$ cat config.mk
export PLATFORM = sky130hd
export DESIGN_NAME = mem_port_arbiter
export DESIGN_NICKNAME = d
export VERILOG_FILES = /design/src/rtl/mem_port_arbiter.sv
export SDC_FILE = /design/constraint.sdc
export NUM_CORES = 1
export LEC_CHECK = 0
export CAP_MARGIN = 20
export CORE_UTILIZATION = 34
export CTS_CLUSTER_DIAMETER = 120
export DETAILED_ROUTE_END_ITERATION = 6
export DONT_BUFFER_PORTS = 1
export GPL_TIMING_DRIVEN = 0
export PLACE_DENSITY = 0.48
export SYNTH_ARGS = -nofsm -noshare
export SYNTH_HDL_FRONTEND = slang
export SYNTH_SLANG_ARGS = --single-unit
export TNS_END_PERCENT = 10
$ cat constraint.sdc
create_clock -name clk -period 2.1 [get_ports clk]
set_input_delay 0.42 -clock clk [delete_from_list [all_inputs] [get_ports clk]]
set_output_delay 0.42 -clock clk [all_outputs]
set_load 0.01 [all_outputs]
$ cat src/rtl/mem_port_arbiter.sv
// mem_port_arbiter: shares one single-port memory between IF and DM.
// Optional IF starvation guard: define ARB_STARVE_GUARD_EN.
module mem_port_arbiter #(
    parameter int AW         = 32,
    parameter int DW         = 32,
    parameter int MEM_LAT    = 2,
    parameter int STARVE_MAX = 3
) (
    input  logic          clk,
    input  logic          reset,
    input  logic          if_req,
    input  logic [AW-1:0] if_addr,
    output logic          if_gnt,
    output logic          if_rvalid,
    output logic [DW-1:0] if_rdata,
    input  logic          dm_req,
    input  logic          dm_we,
    input  logic [2:0]    dm_op,
    input  logic [AW-1:0] dm_addr,
    input  logic [DW-1:0] dm_wdata,
    output logic          dm_gnt,
    output logic          dm_rvalid,
    output logic [DW-1:0] dm_rdata,
    output logic          mem_en,
    output logic          mem_we,
    output logic [2:0]    mem_op,
    output logic [AW-1:0] mem_addr,
    output logic [DW-1:0] mem_wdata,
    input  logic [DW-1:0] mem_rdata,
    output logic          busy
);

    typedef enum logic [1:0] {
        IDLE,
        WAIT,
        RESP
    } state_t;

    localparam logic [2:0] LAT_LOAD = 3'(MEM_LAT - 1);
    localparam logic [2:0] OP_WORD  = 3'b010;

    if (MEM_LAT < 1 || MEM_LAT > 7 || STARVE_MAX < 1) begin : g_bad_param
        $error("mem_port_arbiter: MEM_LAT must be 1..7, STARVE_MAX >= 1");
    end

    state_t        state_q;
    state_t        state_d;
    logic [2:0]    lat_q;
    logic [2:0]    lat_d;
    logic          own_dm_q;
    logic          own_dm_d;
    logic          own_we_q;
    logic          own_we_d;
    logic          pick_if;

    logic          if_gnt_d;
    logic          dm_gnt_d;
    logic          if_rvalid_d;
    logic          dm_rvalid_d;
    logic          mem_en_d;
    logic          mem_we_d;
    logic [2:0]    mem_op_d;
    logic [AW-1:0] mem_addr_d;
    logic [DW-1:0] mem_wdata_d;

    logic [DW-1:0] if_hold_q;
    logic [DW-1:0] dm_hold_q;

`ifdef ARB_STARVE_GUARD_EN
    localparam int SW = $clog2(STARVE_MAX + 1);
    localparam logic [SW-1:0] S_MAX = SW'(STARVE_MAX);

    logic [SW-1:0] starve_q;
    logic [SW-1:0] starve_d;

    // IF wins outright once it has lost STARVE_MAX arbitrations in a row
    always_comb begin
        pick_if  = if_req && (!dm_req || starve_q == S_MAX);
        starve_d = starve_q;
        if (state_q == IDLE && if_req) begin
            if (pick_if) begin
                starve_d = '0;
            end else if (starve_q != S_MAX) begin
                starve_d = starve_q + SW'(1);
            end
        end
    end

    // consecutive-loss counter for IF
    always_ff @(posedge clk) begin
        if (reset) begin
            starve_q <= '0;
        end else begin
            starve_q <= starve_d;
        end
    end
`else
    // strict DM-over-IF priority
    always_comb pick_if = if_req && !dm_req;
`endif

    // next state and next values of every registered output
    always_comb begin
        state_d     = state_q;
        lat_d       = lat_q;
        own_dm_d    = own_dm_q;
        own_we_d    = own_we_q;
        if_gnt_d    = 1'b0;
        dm_gnt_d    = 1'b0;
        if_rvalid_d = 1'b0;
        dm_rvalid_d = 1'b0;
        mem_en_d    = 1'b0;
        mem_we_d    = 1'b0;
        mem_op_d    = '0;
        mem_addr_d  = '0;
        mem_wdata_d = '0;
        unique case (state_q)
            IDLE: begin
                if (if_req || dm_req) begin
                    own_dm_d = !pick_if;
                    mem_en_d = 1'b1;
                    lat_d    = LAT_LOAD;
                    state_d  = (MEM_LAT == 1) ? RESP : WAIT;
                    if (pick_if) begin
                        if_gnt_d   = 1'b1;
                        own_we_d   = 1'b0;
                        mem_op_d   = OP_WORD;
                        mem_addr_d = if_addr;
                    end else begin
                        dm_gnt_d    = 1'b1;
                        own_we_d    = dm_we;
                        mem_we_d    = dm_we;
                        mem_op_d    = dm_op;
                        mem_addr_d  = dm_addr;
                        mem_wdata_d = dm_wdata;
                    end
                end
            end
            WAIT: begin
                lat_d = lat_q - 3'd1;
                if (lat_q == 3'd1) begin
                    state_d = RESP;
                end
            end
            RESP: begin
                if_rvalid_d = !own_dm_q;
                dm_rvalid_d = own_dm_q;
                state_d     = IDLE;
            end
            default: begin
                state_d = IDLE;
            end
        endcase
    end

    // state, owner and output registers
    always_ff @(posedge clk) begin
        if (reset) begin
            state_q   <= IDLE;
            lat_q     <= '0;
            own_dm_q  <= 1'b0;
            own_we_q  <= 1'b0;
            if_gnt    <= 1'b0;
            dm_gnt    <= 1'b0;
            if_rvalid <= 1'b0;
            dm_rvalid <= 1'b0;
            mem_en    <= 1'b0;
            mem_we    <= 1'b0;
            mem_op    <= '0;
            mem_addr  <= '0;
            mem_wdata <= '0;
        end else begin
            state_q   <= state_d;
            lat_q     <= lat_d;
            own_dm_q  <= own_dm_d;
            own_we_q  <= own_we_d;
            if_gnt    <= if_gnt_d;
            dm_gnt    <= dm_gnt_d;
            if_rvalid <= if_rvalid_d;
            dm_rvalid <= dm_rvalid_d;
            mem_en    <= mem_en_d;
            mem_we    <= mem_we_d;
            mem_op    <= mem_op_d;
            mem_addr  <= mem_addr_d;
            mem_wdata <= mem_wdata_d;
        end
    end

    // keep the last response so rdata holds between rvalid pulses
    always_ff @(posedge clk) begin
        if (reset) begin
            if_hold_q <= '0;
            dm_hold_q <= '0;
        end else begin
            if (if_rvalid) begin
                if_hold_q <= mem_rdata;
            end
            if (dm_rvalid) begin
                dm_hold_q <= own_we_q ? '0 : mem_rdata;
            end
        end
    end

    // memory data arrives in the rvalid cycle itself, so it is forwarded
    assign if_rdata = if_rvalid ? mem_rdata : if_hold_q;
    assign dm_rdata = dm_rvalid ? (own_we_q ? '0 : mem_rdata) : dm_hold_q;
    assign busy     = (state_q != IDLE);

endmodule

=== Word-level counts from Yosys, hierarchy flattened ===
Index checks and enable logic that the tools add are counted.

* Add/subtract/negate cells: 1
* Reduce and logical (&&, ||, !) cells: 15
* Divide/modulo/power cells: 0
* Equal/unequal tests: 5
* Multiplexer cells: 14
* Bitwise operators: 3
* Shift-type cells: 0
* $lt $le $gt $ge: 0
* Multipliers: 0

{| class="wikitable"
|+ Operators by type and width
! kind !! number
|-
| $mux W32 || 4
|-
| $mux W2 || 3
|-
| $pmux W3 S2 || 1
|-
| $reduce_and A2 Y1 || 3
|-
| $mux W1 || 4
|-
| $ne A2 B2 Y1 const B || 2
|-
| $pmux W2 S2 || 1
|-
| $reduce_bool A2 Y1 || 2
|-
| $reduce_or A2 Y1 || 2
|-
| $reduce_or A4 Y1 || 1
|-
| $eq A3 B1 Y1 const B || 1
|-
| $logic_not A1 Y1 || 3
|-
| $mux W3 || 1
|-
| $not A1 Y1 || 3
|-
| $reduce_or A3 Y1 || 1
|-
| $sub A3 B1 Y3 const B || 1
|-
| $eq A2 B1 Y1 const B || 1
|-
| $eq A2 B2 Y1 const B || 1
|-
| $logic_not A2 Y1 || 1
|-
| $logic_and A1 B1 Y1 || 1
|-
| $logic_or A1 B1 Y1 || 1
|}

* Word-level logic and storage cells: 54
* Memory bits (writable): 0
* Memories: 0
* Memory bits (read-only): 0
* Input port bits: 136
* Bits in latches: 0
* Register bits after elaboration: 144
* Output and inout bits: 138

=== Longest topological paths before layout ===
Gate-level depths: netlist (run 1).

* Depth in word-level cells: 3
* Gate-level depth with buffers: 6
* Mapped depth without buffers: 5

=== Worst setup path after synthesis (run 1) ===
No wires, ideal clock.

* Path type: register to output
* From: register if_rvalid
* To: output port if_rdata[15]
* Slack: 0.531 ns
* Stages on the path, launching flop included: 4
* Required time: 1.680 ns
* Data arrival time: 1.149 ns
* Cell sequence: dfxtp_1 clkbuf_1 buf_2 mux2_1

* Word-level cells in the longest chain between the ends: 1

{| class="wikitable"
|+ Ends and longest elaborated chain
! what !! RTL line !! source
|-
| start: declaration || 14 || <nowiki>output logic if_rvalid,</nowiki>
|-
| start signal: assignment || 179 || <nowiki>if_rvalid <= if_rvalid_d;</nowiki>
|-
| $mux W32 || n/a ||
|-
| end: declaration || 15 || <nowiki>output logic [DW-1:0] if_rdata,</nowiki>
|}

No other way between the ends.

=== Final worst setup path (run 1) ===
* From: register dm_rvalid
* To: output port dm_rdata[5]

* Word-level cells in the longest chain between the ends: 1

{| class="wikitable"
|+ Ends and longest elaborated chain
! what !! RTL line !! source
|-
| start: declaration || 22 || <nowiki>output logic dm_rvalid,</nowiki>
|-
| start signal: assignment || 180 || <nowiki>dm_rvalid <= dm_rvalid_d;</nowiki>
|-
| $mux W32 || n/a ||
|-
| end: declaration || 23 || <nowiki>output logic [DW-1:0] dm_rdata,</nowiki>
|}

No other way between the ends.

==> impl_metrics.ini, run 1 <==
[critical_path]
rr_worst_depth = 6
required_ps = 1680
crit_cells = 3
crit_path_end_kind = output port
cp_num_buf_inv = 2
crit_slowest_cell = o21ai_0
startpoint_type = register
arrival_ps = 1600
path_delay_family = compound AO/OA/AOI/OAI gates
slowest_delay_ps = 470
path_max_fanout = 10
path_cells = buf_4, clkbuf_2, o21ai_0
r2r_slack_ps = 600
setup.worst_path.class = reg -> out

[cells_and_area]
final_nets = 636
final_common_cell = dfxtp_1
synthToLayoutAreaGrowth_pct = 17.6
fin_cells = 697
design_area_um2 = 5950
mostFrequentLayoutCells = dfxtp_1 (142), nor2b_1 (46), nand2_1 (40)
final_core_util = 0.409
drive_above_1_share = 0.168

[clock_tree]
clk_latency_ps = 410
post_cts_buffers = 0
cts_tree = done
cts_buffers = 17
cts_max_level = 4
clockBufferDepth = 2
cts_resized = 15
holdBufCountCts = 0
clkSlewWorstSetupHoldPaths_ps = 60
clockRootBuffer = clkbuf_16
cts_sinks = 144

[logic_synthesis]
synth_seq_cells = 144
synth-compound-area-share = 0.101
synth_fa_ha_area_frac = 0.00495
avgSynthCellArea_um2 = 10.6
synthXorXnorAreaFrac = 0
syn_area_um2 = 5060
ys_warn_count = 0
synthMuxAreaShare = 0.0713
synth_nets = 617
syn_inst = 479
synthArstFlopShare = 0
ys_seq_area_frac = 0.570
synth_edf_count = 0
synth_simple_gate_area_frac = 0.195
yosysUniqueCellTypes = 32
ys.flop_type = dfxtp_1
synth_top_family_by_area = simple AND/OR/NAND/NOR gates

[global_routing]
grt_start_max_net_pins = 17
antenna_found_initial = 2
grt_pass1_vias = 3381
grt_pass1_wl_um = 18200
grt.total_usage = 0.163
grt_overflow_total = 0

[floorplanning]
ios = 274
dieArea_um2 = 15400
start_util = 0.348
rows = 44
die_h_um = 124
coreArea_um2 = 14500
chipWidth_um = 124

[detailed_routing]
wl_per_cell_um = 18.3
drt_iter0_drc = 143
drc = 0
ant_nets = 0
routed_wl_um = 12700
via_per_inst = 4.92
drtPass1Iterations = 4
num_vias = 3426

[worst_hold_path]
hold_class = in -> reg
hold_depth = 1

[timing]
setup_viol = 0
tightestPinTransition_ps = 548
rsz0062_at_grt = false
finalMaxSlewViolations = 0
fin_crit_sh = 0.961
slew_headroom = 0.634
timing.clock.skew_ps = 6.80
hold_viol = 0
fin_crit_ps = 2020
tns_ps = 0
max_freq_mhz = 495
setup_slack_ps = 81.4
holdWs_ps = 118

[place]
dp.final_hpwl_um = 9680
placedCellCount = 663
dp_slack_ps = 253
port-buffer-count = 0
place_area_um2 = 5290
place_congestion = 0.769

[pwr]
ir_drop_v = 0.000510
finalPower_mw = 6.32
cellPowerDensity_nw_per_um2 = 1060
p_leak_nw = 2.54

[job]
max_cap_viol_count = 0

[outcome]
status = finished, final reports clean
## cell type report
class / count / area [µm²]
flip-flops and latches: 144 / 2890
well taps: 184 / 230
fillers: 1432 / 8590
inverters: 17 / 63.8
clock buffers: 18 / 439
plain buffers: 37 / 260
clock inverters: 14 / 178
diodes: 2 / 5.00
multi-input cells: 281 / 1880
## per-layer routing
metal | wire length [µm] | vias up | GRT usage
met5 | 0 | - | 0
met4 | 144 | 0 | 0.0632
met3 | 1250 | 9 | 0.0801
met2 | 6610 | 149 | 0.285
met1 | 4720 | 1615 | 0.166
li1 | - | 1653 | -
## cells in the mapped netlist, types with 3 or more instances
library cell / instances / share of area
buf_6: 4 / 0.0089
dfxtp_1: 144 / 0.57
and3_1: 35 / 0.043
nor3_1: 3 / 0.0030
clkbuf_1: 17 / 0.013
nor2_1: 4 / 0.0030
buf_2: 8 / 0.0079
nand2b_1: 22 / 0.027
buf_4: 3 / 0.0045
nand3b_1: 12 / 0.018
mux2_1: 5 / 0.011
mux2_2: 27 / 0.060
inv_1: 17 / 0.013
o21ai_0: 17 / 0.017
a21oi_1: 23 / 0.023
nand2_1: 40 / 0.030
nor2b_1: 47 / 0.058
a22o_1: 32 / 0.055
## registers in the layout (all words and copies together) (netlist names)
| register | count |
|---|---|
| mem_we | 1 |
| if_gnt | 1 |
| mem_wdata | 32 |
| own_we_q | 1 |
| mem_addr | 32 |
| dm_hold_q | 32 |
| own_dm_q | 1 |
| lat_q | 3 |
| mem_op | 3 |
| state_q | 2 |
| dm_rvalid | 1 |
| dm_gnt | 1 |
| if_rvalid | 1 |
| mem_en | 1 |
| if_hold_q | 32 |
## path summary, 6_finish.rpt
check,start,endpoint
worst max-delay path,dm_rvalid$_SDFF_PP0_,dm_rdata[5]
worst min register to register,own_dm_q$_SDFFE_PP0N_,if_rvalid$_SDFF_PP0_
worst min-delay path,dm_op[1],mem_op[1]$_SDFF_PP0_
worst max register to register,state_q[0]$_SDFFE_PP0P_,mem_addr[15]$_SDFF_PP0_
## where the power goes
group	switching [mW]	internal, mW
sequential	0.0850	2.83
clock	1.21	1.92
combinational	0.156	0.127
## cell families after synthesis
| group | after synthesis |
|---|---|
| flops | 144 |
| buf+inv | 54 |
| mux | 32 |
| fa+ha+maj | 2 |
| compound gates | 76 |
| simple gates | 171 |
No activity file was read; power rests on OpenSTA's default activity.
==> run 2, diff against run 1 <==
--- a/config.mk
+++ b/config.mk
@@ -5,13 +5,13 @@
 export SDC_FILE = /design/constraint.sdc
 export NUM_CORES = 1
 export LEC_CHECK = 0
-export CAP_MARGIN = 20
 export CORE_UTILIZATION = 34
 export CTS_CLUSTER_DIAMETER = 120
 export DETAILED_ROUTE_END_ITERATION = 6
 export DONT_BUFFER_PORTS = 1
 export GPL_TIMING_DRIVEN = 0
 export PLACE_DENSITY = 0.48
+export SKIP_LAST_GASP = 1
 export SYNTH_ARGS = -nofsm -noshare
 export SYNTH_HDL_FRONTEND = slang
 export SYNTH_SLANG_ARGS = --single-unit
==> impl_metrics.ini, run 2 (synthesized netlist as in run 1, its figures left out) <==
[global_routing]
antenna_found_initial = 2
grt_overflow_total = 0
grt.total_usage = 0.163
grt_pass1_wl_um = 18200
grt_pass1_vias = 3381
grt_start_max_net_pins = 17

[clock_tree]
clk_latency_ps = 410
clockBufferDepth = 2
post_cts_buffers = 0
cts_tree = done
cts_buffers = 17
cts_max_level = 4
clockRootBuffer = clkbuf_16
clkSlewWorstSetupHoldPaths_ps = 60
cts_sinks = 144

[place]
place_congestion = 0.769
place_area_um2 = 5290
port-buffer-count = 0
dp_slack_ps = 253
dp.final_hpwl_um = 9680

[floorplanning]
start_util = 0.348
dieArea_um2 = 15400
rows = 44
coreArea_um2 = 14500
ios = 274
die_h_um = 124
chipWidth_um = 124

[detailed_routing]
drc = 0
drtPass1Iterations = 4
via_per_inst = 4.90
num_vias = 3417
drt_iter0_drc = 139
routed_wl_um = 12700
wl_per_cell_um = 18.2
ant_nets = 0

[cells_and_area]
final_nets = 636
drive_above_1_share = 0.166
mostFrequentLayoutCells = dfxtp_1 (143), nor2b_1 (46), nand2_1 (40)
synthToLayoutAreaGrowth_pct = 17.5
design_area_um2 = 5940
final_common_cell = dfxtp_1

[timing]
max_freq_mhz = 481
rsz0062_at_grt = true
fin_crit_sh = 0.990
finalMaxSlewViolations = 0
timing.clock.skew_ps = 6.93
fin_crit_ps = 2080
setup_viol = 0
hold_viol = 0
tightestPinTransition_ps = 551
slew_headroom = 0.629
setup_slack_ps = 21.4

[outcome]
status = finished, final reports clean

[critical_path]
path_cells = clkbuf_2, buf_4, mux2_1
r2r-start = if_rvalid$_SDFF_PP0_
startpoint_type = register
slowest_delay_ps = 410
crit_slowest_cell = dfxtp_1
arrival_ps = 1660
required_ps = 1680
r2r_slack_ps = 570
setup.worst_path.end = if_rdata[3]
setup.worst_path.class = reg -> out
rr_worst_depth = 4
path_max_fanout = 10
crit_path_end_kind = output port
crit_path_start = if_rvalid$_SDFF_PP0_
r2r_end = if_hold_q[3]$_SDFF_PP0_

[pwr]
ir_drop_v = 0.000510
cellPowerDensity_nw_per_um2 = 1060
p_leak_nw = 2.53

[job]
max_cap_viol_count = 0

[worst_hold_path]
hold_class = in -> reg
run 2: changes by cell type in the layout (fill, tap and decap cells not counted):
cell	delta
clkbuf_2	+1
clkbuf_4	-1
dfxtp_1	+1
dfxtp_2	-1
o21ai_0	+4
o21ai_1	-4
run 2: power by group:
group | total [mW] | internal, mW | leakage, nW | switching [mW]
Sequential | 2.91 | 2.83 | 1.17 | 0.0850
Clock | 3.12 | 1.92 | 0.290 | 1.20
Combinational | 0.282 | 0.127 | 1.07 | 0.155
Total | 6.32 | 4.88 | 2.53 | 1.44
run 2: worst max-delay path: cells and delay by family (launching register included):
| family | cells | cell delay (ps) |
|---|---|---|
| buffers and inverters | 2 | 440 |
| DFF | 1 | 410 |
| muxes | 1 | 410 |
run 2: how the worst min path moves through the flow:
stage	end	from	cells after the start
floorplan	if_rvalid$_SDFF_PP0_	own_dm_q$_SDFFE_PP0N_	1
global placement	if_rvalid$_SDFF_PP0_	own_dm_q$_SDFFE_PP0N_	1
detailed placement	if_rvalid$_SDFF_PP0_	own_dm_q$_SDFFE_PP0N_	1
CTS	mem_op[1]$_SDFF_PP0_	dm_op[1]	1
global route	mem_op[1]$_SDFF_PP0_	dm_op[1]	1
finish	mem_op[1]$_SDFF_PP0_	dm_op[1]	1
run 2: routing by layer:
| metal | track usage | part of all wire | routed length [µm] |
|---|---|---|---|
| met1 | 0.166 | 0.37 | 4710 |
| met2 | 0.285 | 0.52 | 6600 |
| met3 | 0.0801 | 0.099 | 1260 |
| met4 | 0.0632 | 0.011 | 144 |
| met5 | 0 | 0 | 0 |
run 2: area by class of cell:
class,count,area (µm²)
Multi-Input combinational cell,281,1880
Antenna cell,2,5.00
Clock inverter,14,178
Sequential cell,144,2880
Inverter,17,63.8
Tap cell,184,230
Fill cell,1432,8590
Buffer,37,258
Clock buffer,18,439
run 2: per-stage QoR:
stage / power (mW) / utilization / hold slack, ps / TNS [ps] / instances
2_1_floorplan: 3.18 / - / 401 / 0 / 479
3_3_place_gp: 3.26 / 0.364 / 417 / 0 / 663
4_1_cts: 6.42 / 0.408 / 97.6 / -514 / 695
3_5_place_dp: 3.27 / 0.364 / 440 / 0 / 663
6_report: 6.32 / 0.409 / 118 / 0 / 697
5_1_grt: 6.58 / 0.409 / 94.0 / -650 / 697
run 2: repair_timing:
action | 4_1_cts | 5_1_grt
gates resized for setup | 13 | 6
pin swaps | 0 | 0
setup endpoints to repair | 62 | 57
gates cloned | 0 | 0
hold buffers | 0 | 0
